[src/rtl/regfile_access_sequencer.sv]
// regfile_access_sequencer: sequences operand reads and (half-word RMW) writes over a single-ported register file
module regfile_access_sequencer #(
    parameter int DATA_W = 20,
    parameter int HALF_W = 10,
    parameter int ADDR_W = 3
) (
    input  logic              clk,
    input  logic              reset,
    input  logic              req_valid,
    output logic              req_ready,
    input  logic [1:0]        req_op,
    input  logic [ADDR_W-1:0] req_sa,
    input  logic [ADDR_W-1:0] req_sb,
    input  logic [ADDR_W-1:0] req_dst,
    input  logic [DATA_W-1:0] req_wdata,
    input  logic              req_half,
    input  logic              req_hi,
    output logic              rsp_valid,
    input  logic              rsp_ready,
    output logic [DATA_W-1:0] rsp_a,
    output logic [DATA_W-1:0] rsp_b,
    output logic              rsp_err,
    output logic              rf_readsig,
    output logic              rf_writesig,
    output logic [ADDR_W-1:0] rf_sr,
    output logic [ADDR_W-1:0] rf_dr,
    output logic [DATA_W-1:0] rf_data_write,
    input  logic [DATA_W-1:0] rf_data_read
);
    typedef enum logic [2:0] {IDLE, RD_A, RD_B, CAP, RMW_RD, RMW_CAP, WR, RESP} state_t;
    state_t state, next;
    logic [1:0]        op_q;
    logic [ADDR_W-1:0] sa_q, sb_q, dst_q;
    logic [DATA_W-1:0] wd_q, a_q, b_q, ext, merged;
    logic              half_q, hi_q, err_q;
    always_comb begin
        ext = half_q ? DATA_W'(hi_q ? rf_data_read[DATA_W-1:HALF_W] : rf_data_read[HALF_W-1:0]) : rf_data_read;
        merged = hi_q ? {wd_q[HALF_W-1:0], rf_data_read[HALF_W-1:0]} : {rf_data_read[DATA_W-1:HALF_W], wd_q[HALF_W-1:0]};
    end
    always_ff @(posedge clk)
        if (!reset) state <= IDLE;
        else state <= next;
    always_comb begin
        next = state;
        req_ready = 1'b0;
        rsp_valid = 1'b0;
        rf_readsig = 1'b0;
        rf_writesig = 1'b0;
        rf_sr = '0;
        rf_dr = '0;
        rf_data_write = '0;
        case (state)
            IDLE: begin
                req_ready = reset;
                if (req_valid && reset)
                    next = req_op == 2'b11 ? RESP : req_op == 2'b10 ? (req_half ? RMW_RD : WR) : RD_A;
            end
            RD_A: begin
                rf_readsig = 1'b1;
                rf_sr = sa_q;
                next = op_q == 2'b01 ? RD_B : CAP;
            end
            RD_B: begin
                rf_readsig = 1'b1;
                rf_sr = sb_q;
                next = CAP;
            end
            CAP: next = RESP;
            RMW_RD: begin
                rf_readsig = 1'b1;
                rf_sr = dst_q;
                next = RMW_CAP;
            end
            RMW_CAP: next = WR;
            WR: begin
                rf_writesig = 1'b1;
                rf_dr = dst_q;
                rf_data_write = wd_q;
                next = RESP;
            end
            RESP: begin
                rsp_valid = 1'b1;
                if (rsp_ready) next = IDLE;
            end
            default: next = IDLE;
        endcase
        rsp_a = rsp_valid ? a_q : '0;
        rsp_b = rsp_valid ? b_q : '0;
        rsp_err = rsp_valid & err_q;
    end
    always_ff @(posedge clk) begin
        if (!reset) begin
            op_q <= '0;
            sa_q <= '0;
            sb_q <= '0;
            dst_q <= '0;
            wd_q <= '0;
            half_q <= 1'b0;
            hi_q <= 1'b0;
            err_q <= 1'b0;
            a_q <= '0;
            b_q <= '0;
        end else begin
            if (state == IDLE && req_valid) begin
                op_q <= req_op;
                sa_q <= req_sa;
                sb_q <= req_sb;
                dst_q <= req_dst;
                wd_q <= req_wdata;
                half_q <= req_half;
                hi_q <= req_hi;
                err_q <= req_op == 2'b11;
                a_q <= '0;
                b_q <= '0;
            end
            if (state == RD_B) a_q <= ext;
            if (state == CAP && op_q == 2'b01) b_q <= ext;
            if (state == CAP && op_q != 2'b01) a_q <= ext;
            if (state == RMW_CAP) wd_q <= merged;
        end
    end
endmodule

[config.mk]
export PLATFORM = sky130hd
export DESIGN_NAME = regfile_access_sequencer
export DESIGN_NICKNAME = d
export VERILOG_FILES = /design/src/rtl/regfile_access_sequencer.sv
export SDC_FILE = /design/constraint.sdc
export NUM_CORES = 1
export LEC_CHECK = 0
export ABC_AREA = 0
export CAP_MARGIN = 10
export CORE_MARGIN = 2
export CORE_UTILIZATION = 47
export DETAILED_ROUTE_END_ITERATION = 12
export PLACE_DENSITY = 0.81
export SLEW_MARGIN = 10
export SYNTH_ARGS = -nofsm -noshare
export SYNTH_HDL_FRONTEND = slang
export SYNTH_SLANG_ARGS = --single-unit
export TNS_END_PERCENT = 1
[constraint.sdc]
create_clock -name clk -period 2.2 [get_ports clk]
set_clock_uncertainty 0.15 [all_clocks]
set_input_delay 0.44 -clock clk [delete_from_list [all_inputs] [get_ports clk]]
set_output_delay 0.44 -clock clk [all_outputs]
set_load 0.02 [all_outputs]
==> results of run 1 <==
-- cells by family (layout without fill, tap and decap cells) --
group           Yosys count  after routing  synth area share
simple gates            228            228             0.299
buf+inv                  39            169            0.0482
mux                      40             40             0.101
compound gates           83             83             0.164
flops                    77             77             0.388
-- layer usage --
layer,up-vias,share of wire,track usage
met1,1783,0.44,0.343
met2,147,0.48,0.417
met5,-,0,0
met3,14,0.068,0.0486
li1,1836,-,-
met4,0,0.016,0.0845
-- cell type report --
cell class,instances,area (sq um)
fillers,717,2910
multi-input cells,351,2270
flip-flops and latches,77,1550
repair buffers,152,1160
well taps,105,131
clock buffers,10,128
clock inverters,6,71.3
inverters,1,3.75
-- power groups by stage --
stage,Sequential [mW],Clock (mW),Combinational (mW)
floorplan,1.57,0,0.540
global placement,1.59,0,0.833
detailed placement,1.60,0,0.856
CTS,1.57,1.10,0.854
global route,1.59,1.16,0.929
finish,1.58,1.08,0.856
-- per-stage QoR --
stage | cell area [sq um] | hold slack, ps | worst slack, ps | std cells
floorplan | 3970 | 276 | 208 | 467
global placement | 5400 | 286 | -69.0 | 686
detailed placement | 5400 | 290 | -163 | 686
CTS | 5620 | 300 | -65.3 | 702
global route | 5310 | 314 | -50.8 | 702
finish | 5310 | 296 | 34.3 | 702
-- worst register-to-register path, stage by stage, from the launching register on --
cell and delay, ps:
dfxtp_2 350, buf_4 140, buf_4 170, or4b_4 550, and2_4 220, a221oi_2 240, nor2b_1 70
-- how the worst max path moves through the flow --
| stage | startpoint | to | slack (ps) |
|---|---|---|---|
| CTS | state[1] | rf_sr[0] | -70 |
| floorplan | state[2] | rf_data_write[12] | 210 |
| finish | state[2] | rf_data_write[9] | 30 |
| detailed placement | state[1] | rf_sr[0] | -160 |
| global placement | state[1] | rf_sr[1] | -70 |
| global route | state[0] | rf_data_write[9] | -50 |
-- Yosys cell counts, drive strengths merged, types with 3 or more instances --
| master | instances | share of area |
|---|---|---|
| a21boi | 24 | 0.045 |
| a21oi | 5 | 0.0063 |
| a221oi | 10 | 0.038 |
| a22oi | 13 | 0.025 |
| and2 | 86 | 0.14 |
| buf | 9 | 0.020 |
| clkbuf | 29 | 0.027 |
| dfxtp | 77 | 0.39 |
| mux2i | 40 | 0.10 |
| nand2 | 94 | 0.089 |
| nand2b | 4 | 0.0063 |
| nand3 | 3 | 0.0038 |
| nor2 | 17 | 0.017 |
| nor2b | 12 | 0.019 |
| o21ai | 5 | 0.0063 |
| o22ai | 21 | 0.033 |
-- what timing repair did --
item,in CTS,in global routing
hold buffers,0,0
gates resized for setup,143,92
setup endpoints to repair,71,71
-- registers in the layout (all words and copies together), names as in the netlist --
register,cells
a_q,20
b_q,20
wd_q,20
dst_q,3
sa_q,3
sb_q,3
state,3
op_q,2
err_q,1
half_q,1
hi_q,1
==> flow_metrics.py, run 1 <==
metrics = {
    "outcome": {
        "outcome": "complete, no violations",
    },
    "grt": {
        "antenna_found_initial": 0,
        "first_global_vias": 3577,
        "grt_start_max_net_pins": 89,
        "grt_pass1_wl_um": 18300,
        "grtUsageTotal": 0.257,
        "overflow": 0,
    },
    "critical_path": {
        "crit_path_end_kind": "output port",
        "reg2reg_to": "wd_q[12]",
        "crit_cells": 4,
        "cpPeakStageDelay_ps": 400,
        "arrival_ps": 1580,
        "start_kind": "flip-flop",
        "cp_max_fo": 24,
        "reg2reg_slack_ps": 200,
        "required_ps": 1610,
        "worst_path_max_delay_cell": "dfxtp_4",
        "worst_r2r_path_depth": 6,
        "path_buf_inv": 2,
        "r2r_start": "state[1]",
        "worstSetupPathType": "flip-flop to output port",
        "path_cells": "and3_1, buf_12, and2_1, clkdlybuf4s15_1",
        "critPathTopFamily": "buffers and inverters",
    },
    "detailed_routing": {
        "vias": 3780,
        "wl_um": 11600,
        "firstDrtPassIters": 5,
        "via_per_inst": 5.38,
        "first_iter_violations": 202,
        "wl_per_cell_um": 16.5,
        "ant_nets": 0,
        "drc": 0,
    },
    "power_and_ir_drop": {
        "seqPwrFrac": 0.449,
        "p_total_mw": 3.51,
        "p_sw_mw": 1.07,
        "combPwrFrac": 0.244,
        "vdd_ir_drop_max_mv": 0.410,
        "p_per_area_nw_per_um2": 662,
        "leakagePower_nw": 2.26,
        "intPower_mw": 2.44,
        "sw_frac_of_total": 0.305,
        "clockPowerShare": 0.308,
    },
    "final_layout": {
        "final_cell_mix": "nand2_1 (94), and2_1 (85), dfxtp_1 (74)",
        "fin_nets": 649,
        "area_growth_pct": 33.7,
        "num_antenna_cells": 0,
        "mostFrequentLayoutCell": "nand2_1",
        "final_core_util": 0.646,
        "drive_above_1_share": 0.221,
    },
    "sta": {
        "slew_headroom": 0.495,
        "timing.final.crit_period_ps": 2170,
        "rsz0062_at_grt": "yes",
        "worst_pin_slew_ps": 757,
        "slew_violations": 0,
        "hold_viol": 0,
        "max_freq_mhz": 462,
        "finalSetupViolations": 0,
        "timing.final.crit_share": 0.984,
        "setup_tns_ps": 0,
    },
    "place": {
        "dp_hpwl_um": 8340,
        "place.gp.congestion": 0.875,
        "portBuffers": 127,
    },
    "logic_synthesis": {
        "syn_inst": 467,
        "synth_edf_count": 0,
        "postSynthAreaPerCell_sq_um": 8.50,
        "synth_seq_cells": 77,
        "async_reset_ff_frac": 0,
        "syn_nets": 524,
        "yosysWarnings": 0,
        "yosysSeqAreaShare": 0.388,
        "synth_area_sq_um": 3970,
        "ys.flop_type": "dfxtp_1",
        "synthDistinctLibCells": 36,
    },
    "die": {
        "row_count": 33,
        "ios": 128,
        "initial_core_util": 0.483,
        "coreArea_sq_um": 8220,
        "fp.dieH_um": 95.9,
        "die_area_sq_um": 9190,
        "die_w_um": 95.9,
    },
    "clock_tree": {
        "clkLatencyLatePin_ps": 340,
        "cts_buffers": 9,
        "clkTransAtPathRegs_ps": 80,
        "cts.sinks": 77,
        "cts_max_level": 3,
        "cts_setup_buffers": 0,
        "ctsLongestPathBuffers": 2,
        "root_buffer": "clkbuf_8",
        "cts_tree": "built",
    },
    "worst_hold_path": {
        "hp-start": "err_q",
        "worstHoldEndpoint": "err_q",
        "min_path_cells": 2,
        "hold_path_class": "flip-flop to flip-flop",
    },
    "job": {
        "timing.max_cap.violations": 0,
    },
}
(Power assumes the default switching activity.)
==> inputs of run 2 (changes only) <==
==> constraint.sdc (replaced) <==
create_clock -name clk -period 2.2 [get_ports clk]
set_clock_uncertainty 0.15 [all_clocks]
set_input_delay 0.44 -clock clk [delete_from_list [all_inputs] [get_ports clk]]
set_output_delay 0.44 -clock clk [all_outputs]
set_load 0.05 [all_outputs]
==> run 2 against run 1 <==
Effect of this change:
- die area stayed put
- sequential share of layout area is 4.6 points lower
- critical path depth unchanged
- clock power down 14%
==> flow_metrics.py, run 2 (synthesis gave the netlist of run 1 again) <==
metrics = {
    "clock_tree": {
        "cts_setup_buffers": 0,
        "clkTransAtPathRegs_ps": 80,
        "root_buffer": "clkbuf_8",
        "cts_max_level": 3,
        "clkLatencyLatePin_ps": 340,
        "cts_tree": "built",
        "cts.sinks": 77,
        "ctsLongestPathBuffers": 2,
        "cts-resized-gates": 6,
        "cts_hold_buf": 0,
        "cts_buffers": 9,
    },
    "place": {
        "dp_hpwl_um": 8870,
        "pre_cts_ws_ps": -32.3,
        "place.gp.congestion": 0.936,
        "portBuffers": 127,
    },
    "critical_path": {
        "arrival_ps": 1570,
        "start_kind": "flip-flop",
        "cp_max_fo": 17,
        "required_ps": 1610,
        "path_cells": "buf_6, nand2b_2, o22ai_1, buf_12",
        "worstSetupPathType": "flip-flop to output port",
        "r2r_start": "state[0]",
        "cpPeakStageDelay_ps": 420,
        "worst_path_max_delay_cell": "dfxtp_1",
        "crit_path_end_kind": "output port",
        "critPathLaunch": "state[0]",
    },
    "detailed_routing": {
        "vias": 3759,
        "ant_nets": 0,
        "drc": 0,
        "via_per_inst": 5.39,
        "wl_per_cell_um": 17.1,
        "firstDrtPassIters": 4,
        "wl_um": 11900,
        "first_iter_violations": 225,
    },
    "final_layout": {
        "area_growth_pct": 58.3,
        "mostFrequentLayoutCell": "nand2_1",
        "num_antenna_cells": 0,
        "fin_nets": 645,
        "top_regs": "a_q: 20 flops, b_q: 20 flops, wd_q: 20 flops",
        "drive_above_1_share": 0.221,
        "final_cell_mix": "nand2_1 (94), and2_1 (84), dfxtp_1 (76)",
        "fill_cells": 548,
    },
    "sta": {
        "timing.final.crit_period_ps": 2160,
        "max_freq_mhz": 462,
        "worst_slack_ps": 36.2,
        "timing.final.crit_share": 0.984,
        "slew_headroom": 0.585,
        "worst_pin_slew_ps": 621,
        "rsz0062_at_grt": "yes",
        "slew_violations": 0,
        "worst_hold_slack_ps": 305,
        "hold_viol": 0,
        "finalSetupViolations": 0,
    },
    "worst_hold_path": {
        "hp-start": "err_q",
        "hold_path_class": "flip-flop to flip-flop",
    },
    "die": {
        "ios": 128,
        "initial_core_util": 0.483,
        "die_w_um": 95.9,
        "fp.dieH_um": 95.9,
        "coreArea_sq_um": 8220,
        "die_area_sq_um": 9190,
        "row_count": 33,
    },
    "grt": {
        "grt_start_max_net_pins": 55,
        "overflow": 0,
        "antenna_found_initial": 0,
        "first_global_vias": 3798,
        "grt_pass1_wl_um": 19000,
        "grtUsageTotal": 0.266,
    },
    "power_and_ir_drop": {
        "leakagePower_nw": 2.46,
        "vdd_ir_drop_max_mv": 0.443,
        "p_per_area_nw_per_um2": 551,
    },
    "outcome": {
        "outcome": "complete, no violations",
    },
    "job": {
        "timing.max_cap.violations": 0,
    },
}
-- run 2: cell count changes in the layout (fill, tap and decap cells not counted), sizes merged --
cell	change
buf	+53
clkdlybuf4s15	-2
clkbuf	-49
dlygate4sd2	-3
bufinv	-1
inv	-1
clkinvlp	-2
-- run 2: cell type report --
| cell class | instances | area, sq um | share of cell area |
|---|---|---|---|
| multi-input cells | 351 | 2280 | 0.364 |
| flip-flops and latches | 77 | 1550 | 0.246 |
| clock buffers | 13 | 149 | 0.0237 |
| inverters | 1 | 3.75 | 0.000597 |
| well taps | 105 | 131 | 0.0209 |
| clock inverters | 2 | 10.0 | 0.00159 |
| repair buffers | 148 | 2160 | 0.344 |
-- run 2: worst max-delay path: cells and delay by family, from the launching register on --
kind	cells	cell delay, ps
AOI/OAI and AO/OA	1	280
and+or+nand+nor	1	120
DFF	1	420
buffers and inverters	2	410
-- run 2: final timing paths --
kind                 to  slack, ps  cells after the start
min reg2reg       err_q        310                      2
min               err_q        310                      2
max          rf_readsig         40                      4
max reg2reg      b_q[8]        270                      6
-- run 2: where the power goes --
| group | internal [mW] | switching (mW) | leakage (nW) | total (mW) |
|---|---|---|---|---|
| clock | 0.433 | 0.495 | 0.0833 | 0.928 |
| combinational | 0.445 | 0.519 | 1.75 | 0.964 |
| sequential | 1.50 | 0.0715 | 0.627 | 1.57 |
-- run 2: routing by layer --
layer  track usage  part of all wire  vias up
li1              -                 -     1816
met3        0.0439             0.055       24
met2         0.453              0.51      121
met1         0.338              0.41     1798
met5             0                 0        -
met4        0.0988             0.025        0
-- run 2: through the flow --
| stage | util | area (sq um) | TNS (ps) | power (mW) | cells |
|---|---|---|---|---|---|
| floorplan | - | 3970 | -1590 | 2.16 | 467 |
| detailed placement | 0.737 | 6060 | -193 | 2.52 | 682 |
| global placement | 0.737 | 6060 | 0 | 2.48 | 682 |
| CTS | 0.759 | 6240 | -145 | 3.45 | 697 |
| global route | 0.765 | 6280 | -103 | 3.62 | 697 |
| finish | 0.765 | 6280 | 0 | 3.46 | 697 |
==> inputs of run 3 (changes only) <==
--- a/config.mk
+++ b/config.mk
@@ -7,7 +7,7 @@
 export LEC_CHECK = 0
 export ABC_AREA = 0
 export CAP_MARGIN = 10
-export CORE_MARGIN = 2
+export CORE_MARGIN = 5
 export CORE_UTILIZATION = 47
 export DETAILED_ROUTE_END_ITERATION = 12
 export PLACE_DENSITY = 0.81
==> run 3 against run 2 <==
Effect of this change:
- the run now ends with negative setup slack left
- power barely moved
- worst hold slack lost 0.92 ps
- first-iteration DRC count shrank 14%
- combinational power decreased by 0.6%
- via count increased by 0.90%
- sequential power about the same
- sequential cell count did not move
- utilization grew 0.18 points
- routed wire length rose by 4.1%
- fmax down 2.5%
- sequential share of layout area barely moved
- largest cell class unchanged
- largest power group unchanged
==> flow_metrics.py, run 3 (synthesis gave the netlist of run 1 again) <==
metrics = {
    "outcome": {
        "outcome": "complete, but fails checks",
        "violations": "negative setup slack",
    },
    "sta": {
        "timing.final.crit_share": 1.01,
        "rsz0062_at_grt": "yes",
        "slew_violations": 0,
        "finalSetupViolations": 3,
        "slew_headroom": 0.566,
        "max_freq_mhz": 450,
        "worst_pin_slew_ps": 649,
        "worst_slack_ps": -19.8,
        "hold_viol": 0,
        "timing.final.crit_period_ps": 2220,
    },
    "power_and_ir_drop": {
        "clockPowerShare": 0.266,
        "intPower_mw": 2.38,
        "p_sw_mw": 1.08,
        "p_per_area_nw_per_um2": 550,
        "p_total_mw": 3.46,
        "vdd_ir_drop_max_mv": 0.300,
        "seqPwrFrac": 0.457,
        "sw_frac_of_total": 0.312,
        "combPwrFrac": 0.277,
        "leakagePower_nw": 2.47,
    },
    "critical_path": {
        "r2r_start": "state[0]",
        "worst_path_max_delay_cell": "dfxtp_4",
        "crit_path_end_kind": "output port",
        "cp_max_fo": 15,
        "critPathTopFamily": "simple AND/OR/NAND/NOR gates",
        "cpPeakStageDelay_ps": 430,
        "path_cells": "and3_1, buf_4, and2_1, buf_12",
        "start_kind": "flip-flop",
        "arrival_ps": 1630,
        "crit_cells": 4,
        "worstSetupPathType": "flip-flop to output port",
        "required_ps": 1610,
        "worst_r2r_path_depth": 6,
        "path_buf_inv": 2,
        "critPathLaunch": "state[2]",
    },
    "detailed_routing": {
        "vias": 3793,
        "firstDrtPassIters": 4,
        "drc": 0,
        "first_iter_violations": 194,
        "wl_per_cell_um": 17.9,
        "wl_um": 12400,
        "ant_nets": 0,
        "via_per_inst": 5.46,
    },
    "grt": {
        "antenna_found_initial": 0,
        "first_global_vias": 3773,
        "grt_start_max_net_pins": 89,
        "grt_pass1_wl_um": 19200,
        "overflow": 0,
        "grtUsageTotal": 0.236,
    },
    "die": {
        "row_count": 33,
        "die_w_um": 102,
        "initial_core_util": 0.483,
        "die_area_sq_um": 10400,
        "fp.dieH_um": 102,
        "coreArea_sq_um": 8220,
        "ios": 128,
    },
    "place": {
        "place.gp.congestion": 0.857,
        "pre_cts_ws_ps": -25.6,
        "placed_area_sq_um": 6060,
        "dp.cells": 680,
        "portBuffers": 127,
        "dp_hpwl_um": 9080,
    },
    "job": {
        "timing.max_cap.violations": 0,
    },
    "final_layout": {
        "instances_no_fill": 695,
        "mostFrequentLayoutCell": "nand2_1",
        "final_area_sq_um": 6300,
        "final_core_util": 0.766,
        "final_cell_mix": "nand2_1 (94), and2_1 (80), dfxtp_1 (74), buf_12 (74), clkdlybuf4s50_1 (55)",
        "area_growth_pct": 58.7,
        "drive_above_1_share": 0.227,
        "fin_nets": 643,
        "top_regs": "a_q: 20 flops, b_q: 20 flops, wd_q: 20 flops",
        "num_antenna_cells": 0,
    },
    "clock_tree": {
        "cts_buffers": 9,
        "cts_max_level": 3,
        "cts_setup_buffers": 0,
        "cts.sinks": 77,
        "clkLatencyLatePin_ps": 350,
        "root_buffer": "clkbuf_8",
        "cts_tree": "built",
        "clkTransAtPathRegs_ps": 70,
        "ctsLongestPathBuffers": 2,
    },
    "worst_hold_path": {
        "min_path_cells": 2,
        "hold_path_class": "flip-flop to flip-flop",
        "hp-start": "err_q",
    },
}
==> run 3: final cells by class <==
type	instances	area, sq um
Fill cell	545	1920
Inverter	1	3.75
Tap cell	105	131
Clock inverter	2	10.0
Sequential cell	77	1550
Timing Repair Buffer	146	2170
Multi-Input combinational cell	351	2280
Clock buffer	13	149
==> run 3: path summary, 6_finish.rpt <==
kind                             endpoint  slack (ps)
worst min register to register      err_q         300
worst max register to register     a_q[6]         250
worst max-delay path            rsp_a[18]         -20
worst min-delay path                err_q         300
==> run 3: worst min-delay path, delay by kind of cell, from the launching register on <==
family	cells	cell delay (ps)
flip-flops	1	310
AO/OA/AOI/OAI	1	50
AND/OR/NAND/NOR	1	50
==> run 3: power groups by stage <==
stage	Sequential, mW	Clock (mW)	Combinational (mW)
after floorplan	1.57	0	0.589
final	1.58	0.923	0.958
after CTS	1.58	0.929	0.932
after detailed placement	1.60	0	0.918
after global placement	1.60	0	0.891
after global routing	1.60	0.991	1.03
==> run 3: metrics by stage <==
stage	TNS (ps)	hold slack (ps)
after global routing	-2490	332
after detailed placement	-58.2	295
final	-44.1	304
after floorplan	-1590	276
after CTS	-60.0	305
after global placement	0	285
==> run 3: timing repair <==
item	4_1_cts	5_1_grt
setup endpoints to repair	69	69
hold buffers	0	0
resized for setup	9	16
pin swaps	0	1
==> run 3: per-layer routing <==
layer | up-vias | share of wire | track usage | wire (um)
li1 | 1824 | - | - | -
met1 | 1797 | 0.40 | 0.294 | 5020
met2 | 143 | 0.50 | 0.391 | 6160
met3 | 29 | 0.069 | 0.0532 | 853
met4 | 0 | 0.032 | 0.108 | 393
met5 | - | 0 | 0 | 0
==> variant (config.mk and constraints of run 2) <==
Register the output `rsp_err`, with the module's reset; this adds one clock of latency there. The other outputs are not delayed to match.
--- a/src/rtl/regfile_access_sequencer.sv
+++ b/src/rtl/regfile_access_sequencer.sv
@@ -28,6 +28,8 @@
     input  logic [DATA_W-1:0] rf_data_read
 );
     typedef enum logic [2:0] {IDLE, RD_A, RD_B, CAP, RMW_RD, RMW_CAP, WR, RESP} state_t;
+
+    logic rsp_err_d;
     state_t state, next;
     logic [1:0]        op_q;
     logic [ADDR_W-1:0] sa_q, sb_q, dst_q;
@@ -86,7 +88,7 @@
         endcase
         rsp_a = rsp_valid ? a_q : '0;
         rsp_b = rsp_valid ? b_q : '0;
-        rsp_err = rsp_valid & err_q;
+        rsp_err_d = rsp_valid & err_q;
     end
     always_ff @(posedge clk) begin
         if (!reset) begin
@@ -119,5 +121,13 @@
             if (state == RMW_CAP) wd_q <= merged;
         end
     end
+    always_ff @(posedge clk) begin
+        if (!reset) begin
+            rsp_err <= '0;
+        end else begin
+            rsp_err <= rsp_err_d;
+        end
+    end
+
 endmodule
 
Formal check against the unedited RTL: not equivalent (Yosys sat finds a counterexample within 4 cycles, from zero or initial values and one cycle with reset low).
==> variant against run 2 <==
  * Die area shrank 0.21%
  * Register-to-register slack gained 0.18 ns
  * Synthesized cell count is the same
  * Core utilization grew 1.2 points
  * Setup slack lost 0.030 ns
  * Final area grew 1.0%
  * Sequential cell count grew 1
  * Count of clock-buffer cells in the layout shrank 2
  * Total power grew 1.0%
  * Area after synthesis shrank 0.22%
  * Routed wire length grew 0.65%
  * Highest routed layer unchanged
==> variant: results (changes against run 2) <==
status -> complete, no violations
critical path startpoint -> state[2]
r2r setup slk -> 0.45 ns (+0.18 ns)
Synth cell types -> 33 (-8.3%)
power share of the combinational group -> 23.7% (-4.1 points)
Final nets -> 650 (+0.78%)
FF-to-FF path depth -> 5 (-1)
largest cells by area after synthesis -> dfxtp_1 39%, and2_1 13%, mux2i_1 10%
cell-internal power -> 2.45 mW (+3.1%)
PostCTS Resize Cnt -> 10 (+4)
crit path to -> rsp_b[6]
largest net degree at the start of global routing -> 42 (-24%)
Total Routing Usage GR -> 26.8% (+0.22 points)
Initial DRC Count -> 161 (-28%)
worst ir drop on vdd -> 0.000348 V (-21%)
LEAKAGE -> 2.51 nW (+2.3%)
synth cell count leaders -> 96 x nand2_1, 84 x and2_1, 78 x dfxtp_1
hold_sp -> op_q[1]
reg-to-reg endpoint -> a_q[8]
Post-Route WL -> 12000 µm (+0.65%)
Fillers -> 536 (-2.2%)
Final GP Congestion -> 0.814 (-13%)
ratio of cells with drive above 1 in the final layout -> 24.6% (+2.5 points)
Worst-Skew Late Latency -> 0.36 ns (+0.02 ns)
total number of vias -> 3816 (+1.5%)
-- variant: changes by cell type after synthesis, moves of 3 or more --
| cell | run 2 | this run |
|---|---|---|
| and3_1 | 2 | 5 |
| a21boi_1 | 11 | 3 |
| a21oi_1 | 5 | 2 |
| a21boi_0 | 13 | 21 |
| buf_2 | 3 | 7 |
| clkbuf_1 | 29 | 26 |
-- variant: worst max-delay path: stages, from the launching register on --
cell and delay, ns:
dfxtp_4 0.40, and3_2 0.25, buf_12 0.21, and2_1 0.21
buf_12 0.15
-- variant: area by class of cell --
cell class	count	area [µm²]	area share (%)
well taps	105	131	2.07
repair buffers	153	2180	34.3
clock inverters	5	58.8	0.926
inverters	1	3.75	0.0591
flip-flops and latches	78	1570	24.7
clock buffers	11	141	2.23
multi-input cells	350	2270	35.7
-- variant: metal layers --
layer / routed length, µm / track usage, %
met1: 4830 / 32.7
met2: 5950 / 45.0
met3: 883 / 6.26
met4: 352 / 12.0
met5: 0 / 0
-- variant: per-stage QoR --
stage               util [%]  setup slack, ns  setup TNS, ns  area, µm²  std cells
floorplan                  -           -0.171          -2.15       3960        467
global placement        74.5          0.00470              0       6090        687
detailed placement      74.5          -0.0627         -0.737       6090        687
CTS                     77.2          -0.0147        -0.0628       6310        703
global route            77.6          -0.0563          -1.87       6350        703
finish                  77.6          0.00633              0       6350        703
-- variant: cells by family (layout without fill, tap and decap cells) --
logic type             after synthesis  count (layout)  synth area share (%)
AOI/OAI and AO/OA                   80              80                  16.1
buffers and inverters               39             170                  4.58
DFF                                 78              78                  39.4
muxes                               40              40                  10.1
and+or+nand+nor                    230             230                  29.8
